## config.mk

```make
export PLATFORM = sky130hd
export DESIGN_NAME = alu_iter
export DESIGN_NICKNAME = d
export VERILOG_FILES = /design/src/rtl/alu_pkg.sv /design/src/rtl/alu_mul_iter.sv /design/src/rtl/alu_iter.sv
export SDC_FILE = /design/constraint.sdc
export NUM_CORES = 1
export LEC_CHECK = 0
export ABC_AREA = 1
export CAP_MARGIN = 20
export CORE_MARGIN = 10
export CORE_UTILIZATION = 30
export CTS_CLUSTER_DIAMETER = 60
export DETAILED_ROUTE_END_ITERATION = 7
export PLACE_DENSITY_LB_ADDON = 0.05
export REMOVE_ABC_BUFFERS = 1
export SYNTH_ARGS = -nofsm -noshare
export SYNTH_HDL_FRONTEND = slang
export SYNTH_SLANG_ARGS = --single-unit
```

## constraint.sdc

```tcl
create_clock -name CLK -period 3.9 [get_ports CLK]
set_clock_uncertainty 0.05 [all_clocks]
set_input_delay 0.585 -clock CLK [delete_from_list [all_inputs] [get_ports CLK]]
set_output_delay 0.585 -clock CLK [all_outputs]
set_load 0.02 [all_outputs]
```

## src/rtl/alu_pkg.sv

```systemverilog
// Shared definitions for the iterative ALU: op codes, flag bit positions, FSM states.
// Latency: n/a (declarations only).
// Backpressure: n/a.
package alu_pkg;

  localparam logic [2:0] OP_ADD = 3'b000;
  localparam logic [2:0] OP_SUB = 3'b001;
  localparam logic [2:0] OP_AND = 3'b010;
  localparam logic [2:0] OP_ORR = 3'b011;
  localparam logic [2:0] OP_EOR = 3'b100;
  localparam logic [2:0] OP_BIC = 3'b101;
  localparam logic [2:0] OP_MUL = 3'b110;
  localparam logic [2:0] OP_ILL = 3'b111;

  localparam int FLAG_N = 3;
  localparam int FLAG_Z = 2;
  localparam int FLAG_C = 1;
  localparam int FLAG_V = 0;

  typedef enum logic {
    S_IDLE = 1'b0,
    S_MUL  = 1'b1
  } state_t;

endpackage

```

## src/rtl/alu_mul_iter.sv

```systemverilog
// Shift-add multiplier producing the low WIDTH bits of a*b.
// Latency: start edge plus WIDTH-1 edges; done is high on the edge of the final step.
// Backpressure: none; start must only be raised while idle.
module alu_mul_iter #(
  parameter int WIDTH = 32
) (
  input  logic             clk,
  input  logic             reset,
  input  logic             start,
  input  logic [WIDTH-1:0] a,
  input  logic [WIDTH-1:0] b,
  output logic             done,
  output logic [WIDTH-1:0] product
);

  localparam int CW = $clog2(WIDTH);
  // count holds (steps taken - 1), so the last step is taken while count == WIDTH-2
  // and the counter reaches WIDTH-1 on that edge.
  localparam logic [CW-1:0] LAST = CW'(WIDTH - 2);

  logic [WIDTH-1:0] mcand;
  logic [WIDTH-1:0] mplier;
  logic [WIDTH-1:0] acc;
  logic [WIDTH-1:0] acc_nxt;
  logic [CW-1:0]    count;
  logic             busy;

  // Accumulator value after this cycle's conditional add.
  always_comb begin
    acc_nxt = acc;
    if (mplier[0]) acc_nxt = acc + mcand;
  end

  assign done    = busy && (count == LAST);
  assign product = acc_nxt;

  // Load performs the first step (bit 0 of b) so WIDTH steps finish WIDTH-1 edges later.
  always_ff @(posedge clk) begin
    if (reset) begin
      busy   <= 1'b0;
      count  <= '0;
      mcand  <= '0;
      mplier <= '0;
      acc    <= '0;
    end else if (start) begin
      busy   <= 1'b1;
      count  <= '0;
      mcand  <= a << 1;
      mplier <= b >> 1;
      acc    <= b[0] ? a : '0;
    end else if (busy) begin
      acc    <= acc_nxt;
      mcand  <= mcand << 1;
      mplier <= mplier >> 1;
      count  <= count + CW'(1);
      if (done) busy <= 1'b0;
    end
  end

endmodule

```

## src/rtl/alu_iter.sv

```systemverilog
// Handshaked ALU with registered result and NZCV flags; MUL runs on the iterative multiplier.
// Latency: 1 cycle for add/logic/illegal ops, WIDTH cycles for MUL.
// Backpressure: InReady low while a MUL is in flight; OutValid is a pulse with no stall.
module alu_iter
  import alu_pkg::*;
#(
  parameter int WIDTH = 32
) (
  input  logic             CLK,
  input  logic             Reset,
  input  logic             InValid,
  output logic             InReady,
  input  logic [WIDTH-1:0] SrcA,
  input  logic [WIDTH-1:0] SrcB,
  input  logic [2:0]       ALUControl,
  output logic             OutValid,
  output logic [WIDTH-1:0] ALUResult,
  output logic [3:0]       ALUFlags
);

  state_t           state;
  state_t           state_nxt;
  logic             accept;
  logic             mul_start;
  logic             mul_done;
  logic [WIDTH-1:0] mul_product;
  logic [WIDTH-1:0] op_b;
  logic [WIDTH:0]   sum;
  logic [WIDTH-1:0] res_comb;
  logic             arith;
  logic [3:0]       flags_comb;
  logic [3:0]       flags_mul;

  // Handshake: only the idle state accepts work.
  always_comb begin
    InReady   = (state == S_IDLE);
    accept    = InValid && InReady;
    mul_start = accept && (ALUControl == OP_MUL);
  end

  // Single-cycle datapath; SUB reuses the adder with B inverted and carry-in set.
  always_comb begin
    op_b     = (ALUControl == OP_SUB) ? ~SrcB : SrcB;
    sum      = {1'b0, SrcA} + {1'b0, op_b} + {{WIDTH{1'b0}}, (ALUControl == OP_SUB)};
    res_comb = '0;
    arith    = 1'b0;
    case (ALUControl)
      OP_ADD, OP_SUB: begin
        res_comb = sum[WIDTH-1:0];
        arith    = 1'b1;
      end
      OP_AND:  res_comb = SrcA & SrcB;
      OP_ORR:  res_comb = SrcA | SrcB;
      OP_EOR:  res_comb = SrcA ^ SrcB;
      OP_BIC:  res_comb = SrcA & ~SrcB;
      default: res_comb = '0;
    endcase
  end

  // Flags for both completion paths; an illegal op yields result 0 and so flags 0100.
  always_comb begin
    flags_comb         = '0;
    flags_comb[FLAG_N] = res_comb[WIDTH-1];
    flags_comb[FLAG_Z] = (res_comb == '0);
    flags_comb[FLAG_C] = arith && sum[WIDTH];
    flags_comb[FLAG_V] = arith && (SrcA[WIDTH-1] == op_b[WIDTH-1])
                               && (res_comb[WIDTH-1] != SrcA[WIDTH-1]);
    flags_mul          = '0;
    flags_mul[FLAG_N]  = mul_product[WIDTH-1];
    flags_mul[FLAG_Z]  = (mul_product == '0);
  end

  // Next-state: leave IDLE on a MUL accept, return when the multiplier finishes.
  always_comb begin
    state_nxt = state;
    case (state)
      S_IDLE:  if (mul_start) state_nxt = S_MUL;
      S_MUL:   if (mul_done) state_nxt = S_IDLE;
      default: state_nxt = S_IDLE;
    endcase
  end

  // State and output registers; results hold until the next completion.
  always_ff @(posedge CLK) begin
    if (Reset) begin
      state     <= S_IDLE;
      OutValid  <= 1'b0;
      ALUResult <= '0;
      ALUFlags  <= '0;
    end else begin
      state    <= state_nxt;
      OutValid <= 1'b0;
      if (accept && !mul_start) begin
        ALUResult <= res_comb;
        ALUFlags  <= flags_comb;
        OutValid  <= 1'b1;
      end else if ((state == S_MUL) && mul_done) begin
        ALUResult <= mul_product;
        ALUFlags  <= flags_mul;
        OutValid  <= 1'b1;
      end
    end
  end

  alu_mul_iter #(.WIDTH(WIDTH)) u_mul (
    .clk     (CLK),
    .reset   (Reset),
    .start   (mul_start),
    .a       (SrcA),
    .b       (SrcB),
    .done    (mul_done),
    .product (mul_product)
  );

endmodule

```

After elaboration in Yosys (flattened, before gate mapping) --
Cells that the tools add are included.
Operators by class: add/sub/neg operators 4, equal/unequal tests 9, multiplexer cells 22, bitwise gates (word level) 6, reductions and logical operators 16
Operator list (count):
- two-way mux 32 bit | 9
- case mux 32 bit (5 select lines) | 1
- AND 32 bit | 2
- logical NOT 32 bit | 2
- two-way mux 31 bit | 2
- adder 32 x 32 -> 33 bit | 1
- adder 33 x 1 -> 33 bit | 1
- adder 32 bit | 1
- inverter 32 bit | 1
- bitwise OR 32 bit | 1
- XOR 32 bit | 1
- equality test 3 bit (second input constant) | 3
- logical AND 1 bit | 8
- two-way mux 4 bit | 2
- two-way mux 1 bit | 7
- equality test 3 x 2 -> 1 bit (second input constant) | 2
- adder 5 x 1 -> 5 bit (second input constant) | 1
- equality test 5 bit (second input constant) | 1
- nonzero test 2 bit | 2
- OR reduction 2 bit | 2
- equality test 3 x 1 -> 1 bit (second input constant) | 1
- logical NOT 3 bit | 1
- case mux 1 bit (2 select lines) | 1
- equality test 1 bit | 1
- other kinds (3) | 3
Storage, ports and cells: flip-flop bits (word level) 138, input bits 70, output and inout bits 38

Depth between registers and ports, before layout --
Gate-level depths: netlist (run 1).
word-level depth 8, depth in mapped cells 26, depth with buffers taken out 24

Hierarchy --
Synthesis (run 1) repeated with hierarchy kept, for this count alone.
Second synthesis, totals: cells, all modules 2276, area, all modules 13646.8 um^2
Modules (own cells, without submodules):
- alu_mul_iter | instances 1, cells each 1205, area each 7424.6 um^2, seq. area each 2001.9 um^2
- alu_iter | instances 1, cells each 1071, area each 6222.2 um^2, seq. area each 740.7 um^2

Worst setup path after synthesis (run 1) --
No wires, ideal clock.
kind input to register, from input ALUControl[2], to register ALUFlags[2], setup time 109 ps, arrival 3181 ps, setup slack 560 ps, cell stages on the path 22, buffers on the path 3, cells stage by stage nor2_2 buf_2 buf_2 nand2_1 buf_2 xor2_1 ha_1 nand2_1 nor2_1 inv_1 nor2_1 nand2_1 nand3_1 nand3_1 nand3_1 nand2_1 o21ai_0 nor2_1 nand4_1 nand3_1 nand2_1 inv_1
Between the ends: longest elaborated chain between the ends 7
Ends and longest elaborated chain:
- start: declaration | line alu_iter.sv:15 | input logic [2:0] ALUControl,
- equality test 3 x 1 -> 1 bit | line alu_iter.sv:43, alu_iter.sv:44, alu_iter.sv:47
- two-way mux 32 bit | line alu_iter.sv:43 | op_b = (ALUControl == OP_SUB) ? ~SrcB : SrcB;
- adder 32 x 32 -> 33 bit | line alu_iter.sv:44 | sum = {1'b0, SrcA} + {1'b0, op_b} + {{WIDTH{1'b0}}, (ALUControl == OP_SUB)};
- adder 33 x 1 -> 33 bit | line alu_iter.sv:44
- case mux 32 bit (5 select lines) | line alu_iter.sv:47 | case (ALUControl)
- logical NOT 32 bit | line alu_iter.sv:64 | flags_comb[FLAG_Z] = (res_comb == '0);
- two-way mux 4 bit | line alu_iter.sv:93 | if (accept && !mul_start) begin
- end signal: assignment | line alu_iter.sv:95 | ALUFlags <= flags_comb;
- end signal: assignment | line alu_iter.sv:99 | ALUFlags <= flags_mul;
- end: declaration | line alu_iter.sv:18 | output logic [3:0] ALUFlags
Parallel ways exist; a longest one is shown, timed or not. A chain may end at the register's enable or synchronous reset.

Final worst setup path (run 1) --
Ends and elaborated chain as after synthesis.

==> run metrics, run 1 <==
status complete, no violations; WP data required 4.26 ns; Worst-Margin Slew 0.889 ns; Vias/cell 4.99; Psw 1.71 mW; overall power 4.65 mW; Comb pwr share 32.4%; Mapped Avg Cell Area 5.92 sq um; clock sink total 137; fin cells 2872; ranking of synthesized cells by area dfxtp_1 21%, nand2_1 21%, ha_1 10%; CTS tree built; largest net degree at the start of global routing 71; most common cell in the netlist nand2_1; r2r startpoint u_mul.mcand[1]$_SDFFE_PP0N_; core area 42100 sq um; Reg2Reg Depth 20; # H-tree levels 4; Sequential Power Share 32.7%; DIE HEIGHT 227 um; RSZ-0062 raised after global routing false; Worst IR Drop VDD 0.000347 V; WL/cell 19.0 um; Boundary Pins 108; Initial Util 30.5%; cell count after placement 2841; Overflow after GRT 0; Leakage 7.47 nW; slowest CP cell clkdlybuf4s50_1; Cell Area, Synth 12800 sq um; Period minus WS final 3.41 ns; Post-CTS Setup Inserts 0; EDFF count, synth 0; CP max FO 24; Pins Over Slew Limit 0; Crit Path Category input pin to flip-flop; DRT iter0 DRCs 1077; Startpoint Class input pin; Worst Hold Endpoint u_mul.mplier[9]$_SDFFE_PP0N_; CTS Buffer Depth 2; Synth top area share 21.4%; Post-synth ARST share 0%; TritonCTS Buffers 17; vias in the first global route 13900; width of the die 227 um; GRT Total Usage 21.3%; Tcrit/Tclk final 87.5%; register bit total from synthesis 137; CP Capture Type flip-flop; Routed Antenna Nets 0; HP Start u_mul.mplier[9]$_SDFFE_PP0N_; Yosys cell types 44; internal power 2.94 mW; ant diodes 0; leading area contributor after synthesis dfxtp_1; CTS Root Cell clkbuf_16; Mapped Cells 2168; clk_lat worst skew 0.46 ns; DRC viols 0; Seq/Total Area, Yosys 21.4%; post-detail-place hpwl 44600 um; row cnt 75; flop2flop setup slack 0.60 ns; clock share of power 34.9%; final setup violation count 0; switching power share of the total 36.7%; input/output buffers 107; Reg-to-Reg End ALUFlags[2]$_SDFFE_PP0P_; final-report hold violation count 0; share of cells above drive strength 1 7.72%; critical-path cell list clkdlybuf4s50_1 > nor2_2 > nand2_2 > buf_12 > xor2_1 > ha_1 > buf_4 > nand3_1 > nand2_1 > nand2_1 > nand2_1 > nor2_1 > nor2_1 > nand3_1 > nor2_1 > nand3_1 > nor2_1 > nand4_1 > nor2_1 > nand4_1 > nand3_1 > nand2_1 > inv_1; global-route wire length before repair 83100 um; Vias 14300; Layout area overhead 22.2%; Placer Congestion 0.919; max cap viols 0; Buf+Inv Stages, Crit Path 4; hold path depth 2; CP Data Arrival Time 3.77 ns; dominant register cell in the synthesized netlist dfxtp_1; CP top delay family simple AND/OR/NAND/NOR gates; cts repair resizes 0; most frequent cells after synthesis 706 x nand2_1, 302 x inv_1, 186 x nor2_1; final wirelength 54600 um; Yosys Warn Count 0; Critical Path Most Common Cell nor2_1; worst stage delay on the critical path 0.43 ns; Post-CTS Hold Buffers 0; type of the tightest min-delay check flip-flop to flip-flop; drt first pass iters 6; NumNets Final 2497; Power Density 296 nW/um^2; Die Area 51500 sq um; Slew HR 40.8%; fmax 293 MHz; Worst-path clk slew 0.06 ns; antenna violations before repair 0
layout by cell type (no fill, tap or decap), types with 3 or more instances in the layout:
cell             Yosys  layout
clkbuf_16            0      17
inv_2                6       6
ha_1               104     104
buf_4                3     107
and2_1               3       3
xnor2_1              6       6
xor2_1              60      60
clkdlybuf4s50_1      0     106
nor2_4               0       3
nand4_1             28      28
clkinvlp_4           0       4
a21oi_1             93      93
nor3_1              15      15
dfxtp_1            137     137
a22oi_1             17      17
o211ai_1             6       6
clkinv_4             0       4
inv_1              302     301
buf_12               0       4
o21bai_1             6       6
nor2_1             186     182
a31oi_1             94      94
nand2_1            706     705
or2_2                9       9
nand3_1            136     136
o21ai_0            104     104
nand3_2              3       3
a221oi_1            21      21
nor2_2               2       3
nand3b_1            10      10
o221ai_1             4       4
nand2_2             10      11
power groups by stage:
stage	combinational, mW	sequential (mW)	clock [mW]
floorplan	0.801	1.56	0
CTS	1.51	1.52	1.66
detailed placement	1.50	1.55	0
global placement	1.50	1.55	0
global route	1.68	1.52	1.71
finish	1.51	1.52	1.62
stage by stage:
step	hold slack [ns]	util [%]	worst slack, ns	setup TNS (ns)	cell area (sq um)
global placement	0.401	35.9	0.0292	0	15100
finish	0.413	37.3	0.487	0	15700
CTS	0.416	37.3	0.514	0	15700
global route	0.430	37.3	0.156	0	15700
detailed placement	0.406	35.9	0.0327	0	15100
floorplan	0.384	-	-2.74	-183.32	12500
per-layer routing:
layer	vias to the layer above	GRT usage, %	wire, um
met1	6641	29.3	26800
met4	0	7.81	1490
met2	286	33.4	24200
met3	58	2.47	2090
li1	7336	-	-
met5	-	0	0
tightest hold or removal path: stages (launching register included):
cell and delay, ns:
dfxtp_1 0.31, nand2_1 0.06, a21oi_1 0.05
registers in the layout (all words and copies together) (netlist names):
signal	cells
ALUFlags	3
ALUResult	32
OutValid	1
state	1
u_mul.acc	32
u_mul.busy	1
u_mul.count	5
u_mul.mcand	31
u_mul.mplier	31
how the worst max path moves through the flow:
stage	from	to	slack, ns	cells past startpoint
after floorplan	ALUControl[0]	u_mul.acc[18]$_SDFFE_PP0N_	-2.74	7
after global placement	ALUControl[2]	ALUFlags[2]$_SDFFE_PP0P_	0.03	23
after detailed placement	ALUControl[2]	ALUFlags[2]$_SDFFE_PP0P_	0.03	23
after CTS	ALUControl[2]	ALUFlags[2]$_SDFFE_PP0P_	0.51	23
after global routing	ALUControl[2]	ALUFlags[2]$_SDFFE_PP0P_	0.16	22
final	ALUControl[2]	ALUFlags[2]$_SDFFE_PP0P_	0.49	23
area by class of cell:
class | count | area [sq um]
fill | 4685 | 26400
multi-input combinational | 1640 | 8620
sequential | 137 | 2740
timing repair buffer | 217 | 1940
inverter | 308 | 1160
tap | 539 | 674
clock buffer | 18 | 439
clock inverter | 13 | 123
cells by family after synthesis:
logic type      count (synthesis)  synth area share, %
xor+xnor                       66                 4.50
flops                         137                 21.4
fa+ha+maj                     106                 10.4
compound gates                358                 16.4
simple gates                 1110                 35.5
buf+inv                       391                 11.7
Power figures use the tool's default switching activity.
==> inputs of run 2 (changes only) <==
--- a/config.mk
+++ b/config.mk
@@ -8,5 +8,4 @@
 export ABC_AREA = 1
 export CAP_MARGIN = 20
-export CORE_MARGIN = 10
 export CORE_UTILIZATION = 30
 export CTS_CLUSTER_DIAMETER = 60
@@ -17,2 +16,3 @@
 export SYNTH_HDL_FRONTEND = slang
 export SYNTH_SLANG_ARGS = --single-unit
+export TNS_END_PERCENT = 20
==> constraint.sdc (replaced) <==
create_clock -name CLK -period 3.9 [get_ports CLK]
set_clock_uncertainty 0.05 [all_clocks]
set_input_delay 1.17 -clock CLK [delete_from_list [all_inputs] [get_ports CLK]]
set_output_delay 1.17 -clock CLK [all_outputs]
set_load 0.02 [all_outputs]
==> run 2 against run 1 <==
Effect of this change:
- via count increased by 3.6%
- highest routed layer unchanged
- total power rose by 8.9%
- non-clock buffer count up 117
- sequential power barely moved
- critical path type unchanged
- largest power group unchanged
- maximum frequency fell by 6.3%
- critical path depth up 1
- first-iteration DRC count grew 1.7%
- final cell count increased by 4.1%
- combinational power rose by 14%
==> run metrics, run 2 (synthesis gave the netlist of run 1 again) <==
Vias 14800 (+3.6%); Post-CTS Hold Buffers 0 (unchanged); critical-path cell list clkdlybuf4s50_1 > buf_4 > inv_1 > nand3_2 > nand2_2 > inv_1 > fa_2 > inv_1 > nand3_1 > nand2_2 > nand2_1 > nand2_2 > nand2_1 > nand2_1 > nand4_1 > nand2_2 > a21oi_2 > o21ai_2 > nand2_2 > nor2_2 > nand4_1 > nand3_1 > nand2_1 > inv_1; final-report hold violation count 0 (unchanged); DRC viols 0 (unchanged); core area 42000 sq um (-0.22%); CTS Buffer Depth 2 (unchanged); Vias/cell 4.96 (-0.49%); Power Density 299 nW/um^2 (+0.97%); Worst IR Drop VDD 0.000311 V (-10%); Die Area 43600 sq um (-15%); TritonCTS Buffers 17 (unchanged); Reg2Reg Depth 22 (+10%); Placement Cell Area 16100 sq um (+6.1%); Routed Antenna Nets 0 (unchanged); CP Capture Type flip-flop; fmax 274 MHz (-6.3%); Buf+Inv Stages, Crit Path 6 (+2); CP top delay family simple AND/OR/NAND/NOR gates; max cap viols 0 (unchanged); largest net degree at the start of global routing 67 (-5.6%); fin cells 2990 (+4.1%); clk_lat worst skew 0.46 ns (about the same); CTS tree built; CTS Root Cell clkbuf_16; final setup violation count 0 (unchanged); CP max FO 4 (-83%); commonest non-fill, non-tap cell in the layout nand2_1; input/output buffers 107 (unchanged); Boundary Pins 108 (unchanged); GRT Total Usage 24.8% (+3.5 points); global-route wire length before repair 82900 um (-0.24%); WL/cell 18.1 um (-4.8%); slowest CP cell clkdlybuf4s50_1; Placer Congestion 0.955 (+3.9%); width of the die 209 um (-7.9%); DIE HEIGHT 209 um (-7.9%); cell count after placement 2954 (+4.0%); hold path depth 2 (unchanged); DRT iter0 DRCs 1095 (+1.7%); Leakage 8.16 nW (+9.3%); top flop regs ALUResult x32, u_mul.acc x32; antenna violations before repair 0 (unchanged); Initial Util 30.5% (+0.068 points); Pins Over Slew Limit 0 (unchanged); Critical Path Most Common Cell nand2_2; Crit. path cell count 24 (+4.3%); Tcrit/Tclk final 93.4% (+5.9 points); Fin Hold WS 0.412 ns (-0.00186 ns); final standard cell area without fillers 16900 sq um (+7.9%); WP data required 4.25 ns (about the same); status complete, no violations; NumNets Final 2614 (+4.7%); Overflow after GRT 0 (unchanged); drt first pass iters 5 (-1); Crit Path Category input pin to flip-flop; vias in the first global route 14200 (+2.2%); type of the tightest min-delay check flip-flop to flip-flop; worst stage delay on the critical path 0.41 ns (-0.02 ns); commonest non-fill, non-tap cells in the layout 689 x nand2_1, 302 x inv_1, 217 x buf_4, 163 x nor2_1, 137 x dfxtp_1; row cnt 75 (unchanged); Startpoint Class input pin; Slew HR 40.8% (about the same); share of cells above drive strength 1 14.3% (+6.6 points); Worst-path clk slew 0.06 ns (about the same); Period minus WS final 3.64 ns (+0.231 ns); RSZ-0062 raised after global routing false; # H-tree levels 4 (unchanged); Layout area overhead 31.8%; Worst-Margin Slew 0.886 ns (-0.00211 ns); final wirelength 54200 um (-0.87%); clock sink total 137 (unchanged); CP Data Arrival Time 4.00 ns (+0.23 ns); post-detail-place hpwl 43800 um (-1.9%); ant diodes 0 (unchanged)
-- run 2: stage by stage --
step	setup WS [ns]	TNS (ns)	power (mW)	utilization, %
after floorplan	-3.33	-261.87	2.36	-
after global placement	-0.590	-7.90	3.20	38.2
after detailed placement	-0.592	-8.59	3.20	38.2
after CTS	0.00144	0	5.04	39.8
after global routing	0.0670	0	5.33	40.3
final	0.256	0	5.06	40.3
-- run 2: worst paths after layout --
path                                     from                       end  slack (ns)
setup reg to reg  u_mul.mcand[1]$_SDFFE_PP0N_  ALUFlags[2]$_SDFFE_PP0P_        0.60
hold reg to reg      ALUFlags[1]$_SDFFE_PP0P_  ALUFlags[1]$_SDFFE_PP0P_        0.41
setup / recovery                      SrcB[0]  ALUFlags[2]$_SDFFE_PP0P_        0.26
hold / removal       ALUFlags[1]$_SDFFE_PP0P_  ALUFlags[1]$_SDFFE_PP0P_        0.41
-- run 2: cell type report --
type                    instances  area [sq um]
clock buffers                  18           429
inverters                     308          1160
clock inverters                14           195
multi-input cells            1640          8810
fillers                      4621         25100
repair buffers                334          2920
flip-flops and latches        137          2740
well taps                     539           674
-- run 2: repair_timing --
item                       4_1_cts  5_1_grt
pin swaps                        3       10
setup buffers                    1        2
gates resized for setup         14       51
gates cloned                     0        1
setup endpoints to repair        2       22
-- run 2: metal layers --
metal  routed length (um)  GRT usage, %  share of wire, %  vias up
met5                    0             0                 0        -
met4                 1150          7.18               2.1        0
met3                 1660          2.03               3.1       53
met2                24200          39.9                45      298
met1                27100          35.0                50     6916
li1                     -             -                 -     7569
-- run 2: where the power goes --
part           switching [mW]  total (mW)  internal, mW
clock                   0.743        1.82          1.07
combinational           0.990        1.72         0.732
sequential             0.0567        1.52          1.46
total                    1.79        5.06          3.27
-- run 2: worst reg2reg max path: stages (launching register included) --
cell and delay (ns):
dfxtp_1 0.36, ha_1 0.25, inv_1 0.08, fa_1 0.39
inv_1 0.15, nand3_1 0.09, nand2_1 0.20, nand2_1 0.07
nand2_1 0.17, nand2_1 0.10, nand2_1 0.13, nand3_1 0.14
nand2_1 0.10, nand2_1 0.05, nand3_1 0.06, nand2_1 0.14
nor2_1 0.14, nand2_1 0.07, nor2_1 0.17, nand4_1 0.14
nand3_1 0.11, nand2_1 0.05, inv_1 0.04
==> inputs of run 3 (changes only) <==
- DONT_BUFFER_PORTS: unset -> 1
==> run 3 against run 2 <==
Effect of this change:
- clock power shrank 3%
- sequential share of layout area grew 2.4 points
- final cell count fell by 7.3%
- via count decreased by 5.3%
- worst setup slack better by 0.081 ns
- non-clock buffer count is 219 lower
- sequential cell count stayed put
- combinational power fell by 23%
- utilization shrank 5.2 points
- register-to-register slack improved by 0.03 ns
- maximum frequency rose by 2.3%
- count of clock-buffer cells in the layout is 1 higher
- critical path type unchanged
- critical endpoint unchanged
- highest routed layer is now met5
==> run metrics, run 3 (synthesis gave the netlist of run 1 again) <==
global-route wire length before repair 81800 um (-1.4%); WP data required 4.26 ns (about the same); commonest non-fill, non-tap cells in the layout 705 x nand2_1, 302 x inv_1, 180 x nor2_1, 137 x dfxtp_1, 136 x nand3_1; clock sink total 137 (unchanged); drt first pass iters 7 (+2); CP Data Arrival Time 3.92 ns (-0.08 ns); CP max FO 24 (+20); clk_lat worst skew 0.47 ns (about the same); Overflow after GRT 0 (unchanged); slowest CP cell ha_1; setup TNS 0 ns (unchanged); GRT Total Usage 24.6% (-0.14 points); # H-tree levels 4 (unchanged); final wirelength 53000 um (-2.2%); flop2flop setup slack 0.63 ns (+0.03 ns); hold path depth 2 (unchanged); Vias 14100 (-5.3%); DIE HEIGHT 209 um (unchanged); DRT iter0 DRCs 886 (-19%); Worst-Margin Slew 0.904 ns (+0.0172 ns); CTS Root Cell clkbuf_16; CP Capture Type flip-flop; Worst IR Drop VDD 0.000311 V (about the same); DRC viols 0 (unchanged); NumNets Final 2395 (-8.4%); Initial Util 30.5% (unchanged); r2r startpoint u_mul.mcand[1]$_SDFFE_PP0N_; Worst Hold Endpoint u_mul.mplier[9]$_SDFFE_PP0N_; core area 42000 sq um (unchanged); width of the die 209 um (unchanged); final standard cell area without fillers 14700 sq um (-13%); Pins Over Slew Limit 0 (unchanged); Startpoint Class input pin; Layout area overhead 14.9%; max cap viols 0 (unchanged); final setup violation count 0 (unchanged); TritonCTS Buffers 17 (unchanged); Leakage 7.13 nW (-13%); Crit. path cell count 23 (-4.2%); Period minus WS final 3.56 ns (-0.0809 ns); Placement Cell Area 14100 sq um (-12%); vias in the first global route 14000 (-1.7%); type of the tightest min-delay check flip-flop to flip-flop; antenna violations before repair 1 (+1); Crit Path Category input pin to flip-flop; Boundary Pins 108 (unchanged); post-detail-place hpwl 42100 um (-3.8%); input/output buffers 0 (-100%); CTS Buffer Depth 2 (unchanged); status complete, no violations; Routed Antenna Nets 0 (unchanged); fmax 281 MHz (+2.3%); share of cells above drive strength 1 8.42% (-5.9 points); WL/cell 19.1 um (+5.5%); commonest non-fill, non-tap cell in the layout nand2_1; Slew HR 39.8% (-1.0 points); Vias/cell 5.07 (+2.2%); row cnt 75 (unchanged); RSZ-0062 raised after global routing false; CTS tree built; fill count 4736 (+2.5%); Buf+Inv Stages, Crit Path 5 (-1); worst stage delay on the critical path 0.31 ns (-0.10 ns); CP top delay family simple AND/OR/NAND/NOR gates; Reg-to-Reg End ALUFlags[2]$_SDFFE_PP0P_; critical-path cell list nor2_2 > nand2_2 > buf_12 > xor2_1 > ha_1 > buf_4 > nand2_1 > inv_1 > nand2_1 > nand2_1 > a21oi_1 > nor2_1 > nor2_1 > nand3_1 > nand3_1 > nand2_1 > inv_1 > nand3_1 > nor2_1 > nand4_1 > nand3_1 > nand2_1 > inv_1; Critical Path Most Common Cell nand2_1; overall power 4.64 mW (-8.4%); Placer Congestion 0.911 (-4.6%); final-report hold violation count 0 (unchanged); HP Start u_mul.mplier[9]$_SDFFE_PP0N_; Power Density 314 nW/um^2 (+5.2%); Reg2Reg Depth 22 (unchanged); Worst-path clk slew 0.06 ns (about the same); Tcrit/Tclk final 91.4% (-2.1 points); top flop regs ALUResult x32, u_mul.acc x32; Die Area 43600 sq um (unchanged); largest net degree at the start of global routing 92 (+37%)
-- run 3: cell types whose count changed in the layout (fill, tap and decap cells not counted), moves of 4 or more --
cell,previous run,this run
nor2_1,163,180
buf_4,217,110
nand2_1,689,705
a21oi_2,9,1
nor2_2,19,5
nand2_2,26,11
buf_12,10,5
a21oi_1,84,92
clkdlybuf4s50_1,103,0
o21ai_0,100,104
nor3_2,4,0
nor3_1,11,15
-- run 3: worst max-delay path by stage --
stage | from | endpoint | slack (ns)
2_1_floorplan | ALUControl[0] | u_mul.acc[18]$_SDFFE_PP0N_ | -3.33
3_3_place_gp | ALUControl[2] | ALUFlags[2]$_SDFFE_PP0P_ | -0.22
3_5_place_dp | ALUControl[2] | ALUFlags[2]$_SDFFE_PP0P_ | -0.22
4_1_cts | ALUControl[2] | ALUFlags[2]$_SDFFE_PP0P_ | 0.25
5_1_grt | ALUControl[2] | ALUFlags[2]$_SDFFE_PP0P_ | 0.01
6_report | ALUControl[2] | ALUFlags[2]$_SDFFE_PP0P_ | 0.34
-- run 3: final cells by class --
class,instances,area (sq um),share of cell area (%)
antenna,1,2.50,0.0170
clock buffer,19,443,3.00
clock inverter,13,169,1.15
inverter,308,1160,7.84
multi-input combinational,1640,8630,58.5
sequential,137,2740,18.6
tap,539,674,4.57
timing repair buffer,115,926,6.28
-- run 3: tightest hold or removal path, stage by stage (launching register included) --
cell	delay (ns)
dfxtp_1	0.31
nand2_1	0.06
a21oi_1	0.05
-- run 3: power by group --
part           switching, mW  internal (mW)
Sequential            0.0929           1.46
Clock                  0.734           1.03
Combinational          0.804          0.515
-- run 3: per-layer routing --
metal | vias up | wire, um | global-route usage, %
li1 | 7140 | - | -
met1 | 6558 | 25000 | 32.6
met2 | 299 | 24100 | 40.2
met3 | 54 | 2510 | 3.82
met4 | 2 | 1370 | 8.95
met5 | - | 13 | 0
-- run 3: through the flow --
| step | utilization, % | worst slack, ns | hold WS (ns) | std cells |
|---|---|---|---|---|
| 2_1_floorplan | - | -3.33 | 0.384 | 2085 |
| 3_3_place_gp | 33.6 | -0.219 | 0.397 | 2738 |
| 3_5_place_dp | 33.6 | -0.219 | 0.401 | 2738 |
| 4_1_cts | 35.0 | 0.250 | 0.410 | 2770 |
| 5_1_grt | 35.1 | 0.0142 | 0.428 | 2771 |
| 6_report | 35.1 | 0.336 | 0.408 | 2772 |
-- run 3: timing repair --
| action | in CTS | in global routing |
|---|---|---|
| hold buffers | 0 | 0 |
| hold endpoints to repair | 0 | 0 |
| buffers inserted | 0 | 1 |
| resized for setup | 0 | 4 |
| setup endpoints to repair | 0 | 1 |
